[config.mk]
export PLATFORM = sky130hd
export DESIGN_NAME = ascon_din_buf
export DESIGN_NICKNAME = d
export VERILOG_FILES = /design/src/rtl/ascon_din_buf.sv
export SDC_FILE = /design/constraint.sdc
export NUM_CORES = 1
export LEC_CHECK = 0
export CORE_ASPECT_RATIO = 1.4
export CORE_UTILIZATION = 40
export CTS_BUF_LIST = sky130_fd_sc_hd__clkbuf_4
export DETAILED_ROUTE_END_ITERATION = 12
export GPL_ROUTABILITY_DRIVEN = 0
export PLACE_DENSITY = 0.74
export REMOVE_ABC_BUFFERS = 1
export SETUP_SLACK_MARGIN = 0.05
export SYNTH_ARGS = -nofsm -noshare
export SYNTH_HDL_FRONTEND = slang
export SYNTH_SLANG_ARGS = --single-unit
[constraint.sdc]
create_clock -name clk -period 2.6 [get_ports clk]
set_clock_uncertainty 0.15 [all_clocks]
set_input_delay 0.26 -clock clk [delete_from_list [all_inputs] [get_ports clk]]
set_output_delay 0.26 -clock clk [all_outputs]
set_load 0.01 [all_outputs]
[src/rtl/ascon_din_buf.sv]
// Two-entry staging buffer: packs host words into blocks for the ASCON controller.
// An assembly entry fills while a holding entry presents the previous block.
module ascon_din_buf #(
    parameter int unsigned WORD_W  = 32,
    parameter int unsigned BLOCK_W = 128,
    localparam int unsigned WORDS  = BLOCK_W / WORD_W,
    localparam int unsigned CNT_W  = $clog2(WORDS + 1)
) (
    input  logic               clk,
    input  logic               rst_n,
    input  logic               clear_i,
    input  logic               wr_valid_i,
    input  logic [WORD_W-1:0]  wr_data_i,
    input  logic               wr_last_i,
    output logic               wr_ready_o,
    output logic               blk_valid_o,
    input  logic               blk_ready_i,
    output logic [BLOCK_W-1:0] blk_o,
    output logic [CNT_W-1:0]   blk_words_o,
    output logic               blk_last_o,
    output logic [1:0]         occupancy_o
);

    logic [BLOCK_W-1:0] asm_q, asm_d;
    logic [CNT_W-1:0]   asm_cnt_q, asm_cnt_d;
    logic               asm_full_q, asm_full_d;
    logic               asm_last_q, asm_last_d;

    logic [BLOCK_W-1:0] hold_q, hold_d;
    logic [CNT_W-1:0]   hold_cnt_q, hold_cnt_d;
    logic               hold_last_q, hold_last_d;
    logic               hold_valid_q, hold_valid_d;

    logic hold_free;
    logic transfer;
    logic pop;
    logic accept;

    assign wr_ready_o = ~asm_full_q;
    assign hold_free  = ~hold_valid_q | blk_ready_i;
    assign transfer   = asm_full_q & hold_free;
    assign pop        = hold_valid_q & blk_ready_i & ~transfer;
    // accept never coincides with transfer: transfer needs asm_full_q, accept needs it clear
    assign accept     = wr_valid_i & wr_ready_o;

    always_comb begin
        asm_d        = asm_q;
        asm_cnt_d    = asm_cnt_q;
        asm_full_d   = asm_full_q;
        asm_last_d   = asm_last_q;
        hold_d       = hold_q;
        hold_cnt_d   = hold_cnt_q;
        hold_last_d  = hold_last_q;
        hold_valid_d = hold_valid_q;

        if (transfer) begin
            hold_d       = asm_q;
            hold_cnt_d   = asm_cnt_q;
            hold_last_d  = asm_last_q;
            hold_valid_d = 1'b1;
            asm_d        = '0;
            asm_cnt_d    = '0;
            asm_full_d   = 1'b0;
            asm_last_d   = 1'b0;
        end else if (pop) begin
            hold_valid_d = 1'b0;
        end

        if (accept) begin
            for (int unsigned i = 0; i < WORDS; i++) begin
                if (asm_cnt_q == CNT_W'(i)) begin
                    asm_d[i*WORD_W +: WORD_W] = wr_data_i;
                end
            end
            asm_cnt_d  = asm_cnt_q + CNT_W'(1);
            asm_full_d = (asm_cnt_d == CNT_W'(WORDS)) | wr_last_i;
            asm_last_d = wr_last_i;
        end
    end

    always_ff @(posedge clk) begin
        if (!rst_n || clear_i) begin
            asm_q        <= '0;
            asm_cnt_q    <= '0;
            asm_full_q   <= 1'b0;
            asm_last_q   <= 1'b0;
            hold_q       <= '0;
            hold_cnt_q   <= '0;
            hold_last_q  <= 1'b0;
            hold_valid_q <= 1'b0;
        end else begin
            asm_q        <= asm_d;
            asm_cnt_q    <= asm_cnt_d;
            asm_full_q   <= asm_full_d;
            asm_last_q   <= asm_last_d;
            hold_q       <= hold_d;
            hold_cnt_q   <= hold_cnt_d;
            hold_last_q  <= hold_last_d;
            hold_valid_q <= hold_valid_d;
        end
    end

    assign blk_valid_o = hold_valid_q;
    assign blk_o       = hold_q;
    assign blk_words_o = hold_cnt_q;
    assign blk_last_o  = hold_last_q;
    assign occupancy_o = {1'b0, hold_valid_q} + {1'b0, asm_full_q};

endmodule
==> metrics.txt <==
relative max-transition margin=24.5%; Vias=8,563; post-cts resize count=0; Min Clock Period, post-route=2390 ps; static power due to leakage=0.00408 uW; setup repair bufs after CTS=3; global-route wire length before repair=43,500 um; R2R setup slack=270 ps; number of global-route vias before repair=8,312; DRC Markers=0; Final nets=1,179; CP required=2190 ps; area share of the largest cell type after synthesis=54.8%; power density over cell area=616 nW/um^2; number of standard-cell rows in the floorplan=67; RSZ-0062 raised after global routing=no; cell with the most instances after synthesis=dfxtp_1; starting utilization of the core area=40.7%; antenna viol nets, final=0; global route overflow=0; Arr. time, crit path=1980 ps; routed wirelength normalized by instance count=18.3 um; Final Hold Violating Endpoints=0; number of max-cap violations=0; drt initial violations=744; final-report setup violation count=0; placed cell count=1,378; fraction of final layout cells with drive strength greater than 1=12.2%; post-layout utilization of the core=52.3%; primary flip-flop cell chosen by synthesis mapping=dfxtp_1; number of synthesized register bits=266; largest buffer count on any clock path=3; setup slack at placement=157 ps; Yosys top cell by area=dfxtp_1; Hold WS=60.7 ps; post-synthesis async set-or-reset flop share=0%; TritonCTS clock tree=yes; # hold bufs at CTS=0; later-pin clock latency in the skew report=680 ps; antenna violations before repair=1; Worst IR Drop VDD=0.000357 V; count of pins over their slew limit=0; clock sink count=266; clk root buf=clkbuf_4; number of ports placed on the die boundary=174; Die Outline Area=24,900 um^2; Area Overhead vs Synth=28.7%; sum of negative setup slack=0 ps; via count normalized by instance count=5.76; Synthesis Warnings=0; post-detailed-routing wire length=27,300 um; TritonCTS Buffers=61; worst hold path depth=3; mapped cell area=9720 um^2; R2R cell count=5; global routing usage summed across all routing layers=21.5%; count of buffers from port buffering=173; worst-case setup margin in the final layout=214 ps; transition time at the pin with the least slew margin=1130 ps; Max Clk Rate=0.419 GHz; maximum level of the CTS H-tree=2; part of the Yosys area used for sequential elements=54.8%; Post-Synthesis Cells=985; final instance count without filler cells=1,486; largest net degree at the start of global routing=76; start point of the critical path=asm_full_q$_SDFFE_PP0P_; leading post-synthesis cells by instance count=dfxtp_1, a21oi_1, nand3_1, a32o_1, o21ai_1; placeable core region=23,900 um^2; x dimension of the die=134 um; crit-path max FO=3; fillers=2,162; endpoint of the worst register-to-register path=asm_q[117]$_SDFF_PP0_; startpoint of the most critical hold path=wr_last_i; EDFF count, synth=0; class of the tightest hold or removal check=input port to flip-flop; worst-case hold path end point=asm_last_q$_SDFFE_PP0P_; ranking of synthesized cells by area=dfxtp_1, a32o_1, a21oi_1, nand3_1, o21ai_1; die outline height=186 um; synthesized area per cell=9.86 um^2; post-CTS clock slew at the launch and capture registers of the worst setup and hold paths=80 ps; nature of the critical path startpoint=flip-flop; Worst setup EP type=output pin; worst reg2reg path startpoint=asm_cnt_q[0]$_SDFFE_PP0P_; outcome=finished, final reports clean; post-synthesis cell type count=28; number of detailed-route iterations in the first pass=5; Final period util=91.8%; kind of critical path=flip-flop to output pin; DPL Wire Length=16,300 um
==> flip-flops by register name, indices dropped and copies added (netlist names) <==
register,cells
asm_full_q,1
asm_q,128
asm_last_q,1
blk_words_o,3
blk_valid_o,1
blk_last_o,1
blk_o,128
asm_cnt_q,3
==> where the power goes <==
group	leakage (uW)	internal, uW	switching, uW
clock network	0.000453	1670	1550
registers	0.00215	4100	14.3
logic	0.00148	132	243
==> cells in the final DEF (no fill, tap or decap), types with 4 or more instances in the layout <==
master           count
a21oi_1            136
clkbuf_4            90
buf_12              12
o21ai_1             98
nand3_1            132
clkdlybuf4s50_1    173
a21oi_4              4
o21ai_0             35
clkinv_1            11
a32o_1             128
buf_4               23
and2_1              32
dfxtp_1            265
ha_1                 7
==> worst max-delay path, stage by stage (launching register included) <==
cell             delay (ps)
dfxtp_4                 340
buf_4                   150
ha_1                    280
clkdlybuf4s50_1         530
==> logic make-up after synthesis <==
kind of cell    share of synthesized area [%]
flops                                    54.8
compound gates                           27.9
simple gates                             9.89
mux                                     0.116
fa+ha+maj                               0.901
buf+inv                                  6.35
==> metal layers <==
layer / share of wire, % / vias up / track usage (%)
li1: - / 4026 / -
met1: 41 / 4167 / 26.9
met2: 50 / 321 / 36.2
met3: 5.6 / 49 / 3.37
met4: 2.9 / 0 / 9.48
met5: 0 / - / 0
==> worst max-delay path by stage <==
| stage | endpoint |
|---|---|
| after floorplan | asm_q[118]$_SDFF_PP0_ |
| after global placement | asm_q[81]$_SDFF_PP0_ |
| after detailed placement | asm_q[64]$_SDFF_PP0_ |
| after CTS | occupancy_o[0] |
| after global routing | occupancy_o[0] |
| final | occupancy_o[0] |
==> area by class of cell <==
| class | instances | area (um^2) | share of cell area, % |
|---|---|---|---|
| diodes | 1 | 2.50 | 0.0200 |
| clock buffers | 90 | 676 | 5.40 |
| clock inverters | 14 | 81.3 | 0.651 |
| inverters | 4 | 17.5 | 0.140 |
| multi-input cells | 593 | 3860 | 30.9 |
| flip-flops and latches | 266 | 5330 | 42.6 |
| well taps | 310 | 388 | 3.10 |
| repair buffers | 208 | 2140 | 17.2 |
==> stage by stage <==
step | total power, uW | instance area (um^2)
after floorplan | 4370 | 9110
after global placement | 4570 | 11700
after detailed placement | 4570 | 11700
after CTS | 7760 | 12500
after global routing | 8000 | 12500
final | 7700 | 12500
No activity file was read; power rests on OpenSTA's default activity.
